==> config.mk <==
export PLATFORM = sky130hd
export DESIGN_NAME = systolic_seq_ctrl
export DESIGN_NICKNAME = d
export VERILOG_FILES = /design/src/rtl/systolic_pkg.sv /design/src/rtl/systolic_skew_sel.sv /design/src/rtl/systolic_seq_ctrl.sv
export SDC_FILE = /design/constraint.sdc
export NUM_CORES = 2
export LEC_CHECK = 0
export CORE_AREA = 2 2 522 524
export CTS_BUF_LIST = sky130_fd_sc_hd__clkbuf_4
export CTS_CLUSTER_SIZE = 16
export DETAILED_ROUTE_END_ITERATION = 12
export DIE_AREA = 0 0 524 526
export SYNTH_ARGS = -nofsm -noshare
export SYNTH_HDL_FRONTEND = slang
export SYNTH_SLANG_ARGS = --single-unit
==> constraint.sdc <==
create_clock -name clk -period 4.2 [get_ports clk]
set_input_delay 1.26 -clock clk [delete_from_list [all_inputs] [get_ports clk]]
set_output_delay 1.26 -clock clk [all_outputs]
set_load 0.005 [all_outputs]
==> src/rtl/systolic_pkg.sv <==
// Shared constants, state encoding and element indexing for the 3x3 systolic sequencer.
package systolic_pkg;

  localparam int DATA_W   = 32;
  localparam int DIM      = 3;
  localparam int FEED_LEN = 2 * DIM - 1;
  localparam int MAT_W    = DIM * DIM * DATA_W;
  localparam int VEC_W    = DIM * DATA_W;
  localparam int CNT_W    = 8;

  typedef enum logic [2:0] {
    IDLE,
    CLEAR,
    FEED,
    DRAIN,
    DONE
  } state_t;

  // Row-major position of element (i,j) inside a flat matrix bus.
  function automatic int elem_idx(input int i, input int j);
    return i * DIM + j;
  endfunction

endpackage

==> src/rtl/systolic_skew_sel.sv <==
// Picks the element a skewed lane presents at a given feed step, or zero outside its window.
module systolic_skew_sel
  import systolic_pkg::*;
(
  input  logic [1:0]        lane,
  input  logic [CNT_W-1:0]  step,
  input  logic [VEC_W-1:0]  vec,
  output logic [DATA_W-1:0] elem
);

  logic [CNT_W-1:0] lane_ext;
  logic [CNT_W-1:0] offset;

  assign lane_ext = {{(CNT_W-2){1'b0}}, lane};
  assign offset   = step - lane_ext;

  always_comb begin
    elem = '0;
    // Lane k starts k steps late and then walks its vector once.
    if (step >= lane_ext && offset < CNT_W'(DIM)) begin
      elem = vec[int'(offset[1:0]) * DATA_W +: DATA_W];
    end
  end

endmodule

==> src/rtl/systolic_seq_ctrl.sv <==
// Sequencer for the 3x3 output-stationary systolic array: latch operands, clear,
// feed skewed row/column streams, wait out the pipeline, then hold the captured result.
module systolic_seq_ctrl
  import systolic_pkg::*;
#(
  parameter int DRAIN_CYCLES = 12
) (
  input  logic              clk,
  input  logic              reset,
  input  logic              start_valid,
  output logic              start_ready,
  input  logic [MAT_W-1:0]  a_mat,
  input  logic [MAT_W-1:0]  b_mat,
  output logic              array_rst_n,
  output logic [DATA_W-1:0] W0,
  output logic [DATA_W-1:0] W1,
  output logic [DATA_W-1:0] W2,
  output logic [DATA_W-1:0] N0,
  output logic [DATA_W-1:0] N1,
  output logic [DATA_W-1:0] N2,
  input  logic [DATA_W-1:0] out0_0,
  input  logic [DATA_W-1:0] out0_1,
  input  logic [DATA_W-1:0] out0_2,
  input  logic [DATA_W-1:0] out1_0,
  input  logic [DATA_W-1:0] out1_1,
  input  logic [DATA_W-1:0] out1_2,
  input  logic [DATA_W-1:0] out2_0,
  input  logic [DATA_W-1:0] out2_1,
  input  logic [DATA_W-1:0] out2_2,
  output logic              res_valid,
  input  logic              res_ready,
  output logic [MAT_W-1:0]  c_mat,
  output logic              busy
);

  localparam logic [CNT_W-1:0] FEED_LAST  = CNT_W'(FEED_LEN - 1);
  localparam logic [CNT_W-1:0] DRAIN_LAST = CNT_W'(DRAIN_CYCLES - 1);

  state_t            state_reg, state_next;
  logic [CNT_W-1:0]  cnt_reg, cnt_next, cnt_inc;
  logic [MAT_W-1:0]  a_reg, b_reg, c_reg;
  logic [MAT_W-1:0]  out_flat;
  logic              array_rst_n_reg, array_rst_n_next;
  logic              feed_next;
  logic [DATA_W-1:0] w_reg [DIM];
  logic [DATA_W-1:0] n_reg [DIM];
  logic [DATA_W-1:0] w_sel [DIM];
  logic [DATA_W-1:0] n_sel [DIM];
  logic [VEC_W-1:0]  row_vec [DIM];
  logic [VEC_W-1:0]  col_vec [DIM];

  assign cnt_inc = (cnt_reg == '1) ? cnt_reg : cnt_reg + CNT_W'(1);

  always_ff @(posedge clk) begin
    if (reset) begin
      state_reg <= IDLE;
      cnt_reg   <= '0;
    end else begin
      state_reg <= state_next;
      cnt_reg   <= cnt_next;
    end
  end

  always_comb begin
    state_next = state_reg;
    cnt_next   = cnt_reg;
    case (state_reg)
      IDLE: begin
        if (start_valid) begin
          state_next = CLEAR;
          cnt_next   = '0;
        end
      end
      CLEAR: begin
        state_next = FEED;
        cnt_next   = '0;
      end
      FEED: begin
        if (cnt_reg == FEED_LAST) begin
          state_next = DRAIN;
          cnt_next   = '0;
        end else begin
          cnt_next = cnt_inc;
        end
      end
      DRAIN: begin
        if (cnt_reg == DRAIN_LAST) begin
          state_next = DONE;
          cnt_next   = '0;
        end else begin
          cnt_next = cnt_inc;
        end
      end
      DONE: begin
        if (res_ready) begin
          state_next = IDLE;
        end
      end
      default: begin
        state_next = IDLE;
        cnt_next   = '0;
      end
    endcase
  end

  // Stream and clear outputs are registered, so decode them from the upcoming state.
  always_comb begin
    feed_next        = (state_next == FEED);
    array_rst_n_next = (state_next != CLEAR);
  end

  assign start_ready = (state_reg == IDLE);
  assign busy        = (state_reg != IDLE);
  assign res_valid   = (state_reg == DONE);

  always_comb begin
    for (int k = 0; k < DIM; k++) begin
      row_vec[k] = '0;
      col_vec[k] = '0;
      for (int e = 0; e < DIM; e++) begin
        row_vec[k][e*DATA_W +: DATA_W] = a_reg[elem_idx(k, e)*DATA_W +: DATA_W];
        col_vec[k][e*DATA_W +: DATA_W] = b_reg[elem_idx(e, k)*DATA_W +: DATA_W];
      end
    end
  end

  for (genvar gi = 0; gi < DIM; gi++) begin : g_lane
    systolic_skew_sel u_west (
      .lane (2'(gi)),
      .step (cnt_next),
      .vec  (row_vec[gi]),
      .elem (w_sel[gi])
    );
    systolic_skew_sel u_north (
      .lane (2'(gi)),
      .step (cnt_next),
      .vec  (col_vec[gi]),
      .elem (n_sel[gi])
    );
  end

  assign out_flat = {out2_2, out2_1, out2_0, out1_2, out1_1, out1_0, out0_2, out0_1, out0_0};

  always_ff @(posedge clk) begin
    if (reset) begin
      a_reg           <= '0;
      b_reg           <= '0;
      c_reg           <= '0;
      array_rst_n_reg <= 1'b0;
      for (int k = 0; k < DIM; k++) begin
        w_reg[k] <= '0;
        n_reg[k] <= '0;
      end
    end else begin
      array_rst_n_reg <= array_rst_n_next;
      if (state_reg == IDLE && start_valid) begin
        a_reg <= a_mat;
        b_reg <= b_mat;
      end
      for (int k = 0; k < DIM; k++) begin
        w_reg[k] <= feed_next ? w_sel[k] : '0;
        n_reg[k] <= feed_next ? n_sel[k] : '0;
      end
      // Accumulators are final on the last drain edge.
      if (state_reg == DRAIN && cnt_reg == DRAIN_LAST) begin
        c_reg <= out_flat;
      end
    end
  end

  assign array_rst_n = array_rst_n_reg;
  assign c_mat       = c_reg;
  assign W0          = w_reg[0];
  assign W1          = w_reg[1];
  assign W2          = w_reg[2];
  assign N0          = n_reg[0];
  assign N1          = n_reg[1];
  assign N2          = n_reg[2];

endmodule
# Yosys cells after proc, flatten, opt, wreduce, memory -nomap -nowiden
# Memory sizes are Yosys's and may differ from the RTL's.
# Cells that the tools add are included.
# word_totals
reg_bits,876
mem_bits_rw,192
out_inout_bits,484
wordCells,76
mem_count,2
# op_classes
n_addsub,3
magnitude_cmp,6
n_eq_ne,9
shifts,6
mux,31
n_bitwise,6
reduce_logical,7
# mem_list
name,words,word_bits,read_ports,rd_clocked_by_memory_dff,write_ports,line_no,rtl
n_reg,3,32,3,0,3,systolic_seq_ctrl.sv:46,logic [DATA_W-1:0] n_reg [DIM];
w_reg,3,32,3,0,3,systolic_seq_ctrl.sv:45,logic [DATA_W-1:0] w_reg [DIM];
# ops
op,n
32-bit 2-to-1 mux,18
96-bit by 8-bit variable part select with 32-bit output,6
8-bit 2-to-1 mux,4
8-bit one-hot mux with 4 select lines,1
"8-bit by 2-bit less-than comparator with 1-bit output, second input constant",3
"8-bit by 1-bit greater-or-equal comparator with 1-bit output, second input constant",2
3-bit one-hot mux with 5 select lines,1
3-bit 2-to-1 mux,4
"3-bit by 2-bit == test with 1-bit output, second input constant",3
"8-bit by 1-bit adder with 8-bit output, second input constant",1
"8-bit by 3-bit == test with 1-bit output, second input constant",1
"8-bit by 4-bit == test with 1-bit output, second input constant",1
"8-bit == test, second input constant",1
"8-bit by 2-bit greater-or-equal comparator with 1-bit output, second input constant",1
"8-bit by 1-bit subtractor with 8-bit output, second input constant",1
"8-bit by 2-bit subtractor with 8-bit output, second input constant",1
1-bit OR,6
1-bit logical AND,5
"3-bit by 1-bit == test with 1-bit output, second input constant",1
"3-bit == test, second input constant",1
3-bit logical NOT,1
1-bit 2-to-1 mux,3
"3-bit by 1-bit inequality test with 1-bit output, second input constant",1
3-bit nonzero test,1

# Depth between registers and ports, before layout
# logic_depth
ltp_word,10
depth_mapped,16
depth_no_buf,13

# By module
# A second synthesis with hierarchy kept.
# unflattened
hier_cells,5252
area_unflattened_um2,44500.2
# modules_own_cells
module,instances,cells_each,area_per_inst_um2
systolic_seq_ctrl,1,4466,36737.7
systolic_skew_sel,6,131,1293.7

# Least setup slack after synthesis
# No wires, ideal clock.
# synth_path
path_kind,input port to flip-flop
startpoint,input start_valid
endpoint,"memory w_reg[1][20], in the netlist w_reg[0][52]"
t_arrival_ns,3.928
required_time_ns,4.130
slack_ns,0.202
stages,12
path_buffers,5
path_cell_list,nor2b_1 -> nor3_1 -> a311oi_1 -> nor2_1 -> clkbuf_1 -> clkbuf_1 -> ha_1 -> clkbuf_1 -> clkbuf_1 -> clkbuf_1 -> nand3_1 -> a21oi_1
# synth_lines
element,line_no,rtl
"start, declared",systolic_seq_ctrl.sv:10,"input logic start_valid,"
"end, declared",systolic_seq_ctrl.sv:45,

# Final worst setup path
# layout_path
startpoint,register state_reg[1]
endpoint,output start_ready
# layout_between
elab_chain_cells,1
# layout_lines
element,line_no,rtl
"start, declared",systolic_seq_ctrl.sv:39,"state_t state_reg, state_next;"
"start signal, assigned",systolic_seq_ctrl.sv:59,state_reg <= state_next;
3-bit logical NOT,systolic_seq_ctrl.sv:112,assign start_ready = (state_reg == IDLE);
"end, declared",systolic_seq_ctrl.sv:11,"output logic start_ready,"
# Every way passes these cells.

==> run_results.csv <==
group,metric,value,unit
clock_network,cts_buffer_depth,4,
power_and_ir_drop,ir_drop,0.243,mV
cells_and_area,area_growth_syn_to_layout,55.9,%
place,portBuffers,1351,
power_and_ir_drop,pwr-share-seq,45.9,%
run,maxCapViolations,0,
detailed_routing,drcViolationCount,0,
min_path,hp-class,"register to register",
detailed_routing,ant_nets,0,
yosys,synth_nets,5683,
detailed_routing,wl_per_cell,22.8,um
critical_path,critPathArrivalTime,2570,ps
place,place_congestion,0.919,
yosys,netlist_instances,4807,
floorplan,die_width,524,um
cells_and_area,final_layout_size_suffix_gt1_share,11.5,%
yosys,synthFlopType,"dfxtp_1",
yosys,ys_ff_latch,1068,
sta,slew_headroom,27.7,%
power_and_ir_drop,clkPwrFrac,41.6,%
sta,worst_slew_pin_slew,1090,ps
yosys,postSynth.asyncResetShare,0,%
place,post-place-ws,137,ps
grt,use_met3,5.49,%
power_and_ir_drop,switching_share,28.3,%
yosys,synth_top_family_by_area,"simple AND/OR/NAND/NOR gates",
sta,setup_tns,0,ps
yosys,yosys.area.top_type,"dfxtp_1",
detailed_routing,viasPerCell,4.01,
clock_network,clk_latency,1290,ps
critical_path,critPathLaunchType,"register",
sta,clock-skew-final,150,ps
yosys,yosys_warnings,0,
floorplan,io_pins,1352,
clock_network,root_buffer,"clkbuf_4",
critical_path,timing.rr.start,"cnt_reg[0]",
power_and_ir_drop,p_comb_share,12.4,%
power_and_ir_drop,power,23.4,mW
yosys,synthMuxAreaShare,3.71,%
yosys,synth_compound_area_share,15.5,%
min_path,hp-start,"a_reg[169]",
critical_path,critPathKind,"register to primary output",
cells_and_area,final_area,0.0605,mm2
yosys,synth-xor-area-share,0.0677,%
floorplan,die_y,526,um
sta,timing.hold.ws,401,ps
yosys,synthSimpleGateAreaFrac,21.3,%
critical_path,endpoint_kind,"primary output",
grt,grtUsageMet2,27.1,%
floorplan,core_area,0.270,mm2
sta,setup_ws,368,ps
yosys,synth_top_area_share,55.1,%
grt,grt_util_met1,16.6,%
detailed_routing,drt_wl_total,228,mm
yosys,synth_fa_ha_area_share,0.258,%
place,dpl.hpwl,176,mm
detailed_routing,dr.pass1.iters,7,
place,placed_area,0.0566,mm2
power_and_ir_drop,intPower,16.8,mW
clock_network,cts_tree,"built",
floorplan,fp-row-count,191,
sta,rsz0062_at_grt,"no",
grt,grt_pass1_vias,38700,
yosys,synth_area_leaders,"dfxtp_1, nand2_1, a21oi_1",
yosys,syn_avg_cell_area,8.07,um2
critical_path,startpoint,"state_reg[1]",
clock_network,cts_sinks,1068,
sta,finalCritPeriodShare,91.2,%
critical_path,cp_max_fo,8,
power_and_ir_drop,power_density,388,mW/mm2
cells_and_area,final_nets,7063,
sta,hold_viol_final,0,
yosys,synth_edf_count,0,
detailed_routing,drt_iter0_drc,2670,
status,outcome,"completed",
power_and_ir_drop,p_leak,20.8,nW
sta,final_max_slew_viol_count,0,
clock_network,clk_pin_slew,70,ps
yosys,syn_area,0.0388,mm2
clock_network,numCtsBuffers,315,
critical_path,cp.required,2940,ps
power_and_ir_drop,p_switching,6.64,mW
grt,top_usage_layer,"met2",
clock_network,h-tree-depth,5,
detailed_routing,vias,40200,
sta,setup_viol,0,
grt,grt_max_degree,161,
sta,min_period,3830,ps
yosys,ys_seq_area_share,55.1,%
grt,grt_pass1_wl,305,mm
grt,grtUsageTotal,15.7,%
yosys,ys_types,51,
sta,max_freq,261,MHz
floorplan,die_area,0.276,mm2
floorplan,start_util,14.4,%
grt,grt_overflow,0,
grt,antenna_found_initial,177,
[power by group through the flow]
stage,Clock (mW),Combinational (mW),Sequential [mW]
2_1_floorplan,0,1.28,10.9
3_3_place_gp,0,2.91,11.0
3_5_place_dp,0,2.92,11.0
4_1_cts,10.2,2.93,10.8
5_1_grt,10.6,3.15,10.8
6_report,9.77,2.91,10.8
[repair_timing]
item                                    in CTS  in global routing
setup buffers                                1                  0
hold buffers                                 0                  0
gates resized for setup                      6                  0
endpoints found under the setup margin       3                  0
[synthesized netlist by cell type, drive strengths merged, types with 3 or more instances]
master / number
a22oi: 128
buf: 56
nand4: 4
nand2: 1788
nor2: 143
and2: 3
o31ai: 4
a21oi: 901
a31oi: 53
nor2b: 3
mux2: 128
dfxtp: 1068
a311oi: 3
inv: 9
nand3: 118
and3: 18
nand2b: 4
o21ai: 5
nor3: 6
clkbuf: 329
ha: 8
a41o: 3
[area by class of cell]
cell class                      instances  area, um2
Fill cell                           30100     209000
Clock buffer                          442       3320
Sequential cell                      1068      21400
Timing Repair Buffer                 1448      14800
Antenna cell                           67        168
Tap cell                             3570       4470
Clock inverter                         62        375
Multi-Input combinational cell       3345      15900
Inverter                                9       43.8
[metrics by stage]
stage | util (%) | instances
finish | 22.4 | 10000
global placement | 21.0 | 9439
CTS | 22.4 | 9944
detailed placement | 21.0 | 9439
floorplan | - | 4807
global route | 22.4 | 9996
[logic make-up after synthesis]
| family | count (synthesis) |
|---|---|
| buffers and inverters | 394 |
| XOR/XNOR | 3 |
| AO/OA/AOI/OAI | 1105 |
| AND/OR/NAND/NOR | 2101 |
| adder cells (fa/ha/maj) | 8 |
| multiplexers | 128 |
| flip-flops | 1068 |
[layout by cell type, fill, tap and decap left out, types with 3 or more instances in the layout]
| cell type | instances |
|---|---|
| nand4_1 | 3 |
| and3_1 | 18 |
| ha_1 | 7 |
| a41o_1 | 3 |
| mux2_2 | 128 |
| a21oi_1 | 901 |
| clkinv_4 | 5 |
| nor2_4 | 5 |
| inv_1 | 7 |
| a22oi_1 | 128 |
| nor2_1 | 127 |
| diode_2 | 67 |
| nand2b_1 | 4 |
| a311oi_1 | 3 |
| and2_1 | 3 |
| nand3_1 | 117 |
| clkinv_1 | 35 |
| buf_12 | 45 |
| nor3_1 | 5 |
| clkbuf_4 | 442 |
| nand2_1 | 1785 |
| o21ai_0 | 4 |
| nor2b_1 | 3 |
| dfxtp_1 | 1066 |
| clkdlybuf4s50_1 | 1349 |
| clkinvlp_4 | 7 |
| clkinv_2 | 5 |
| a31oi_1 | 53 |
| inv_6 | 5 |
| nor2_2 | 11 |
| o31ai_1 | 3 |
| buf_4 | 52 |
| nand2_4 | 3 |
[path summary, 6_finish.rpt]
path              cells after the start           end  slack [ps]
setup / recovery                      3   start_ready         370
hold / removal                        2  w_reg[0][41]         400
setup reg to reg                     11  n_reg[0][64]         660
hold reg to reg                       2  w_reg[0][41]         400
[critical path, cell delays in order (launching register included)]
cell and delay, ps:
dfxtp_2 360, or3_4 460, inv_1 70, clkdlybuf4s50_1 490
[metal layers]
metal  wire, um  share of wire (%)
met1      82600                 36
met2     111000                 49
met4      12800                5.6
met3      21600                9.5
met5        291               0.13
Power figures use the tool's default switching activity.
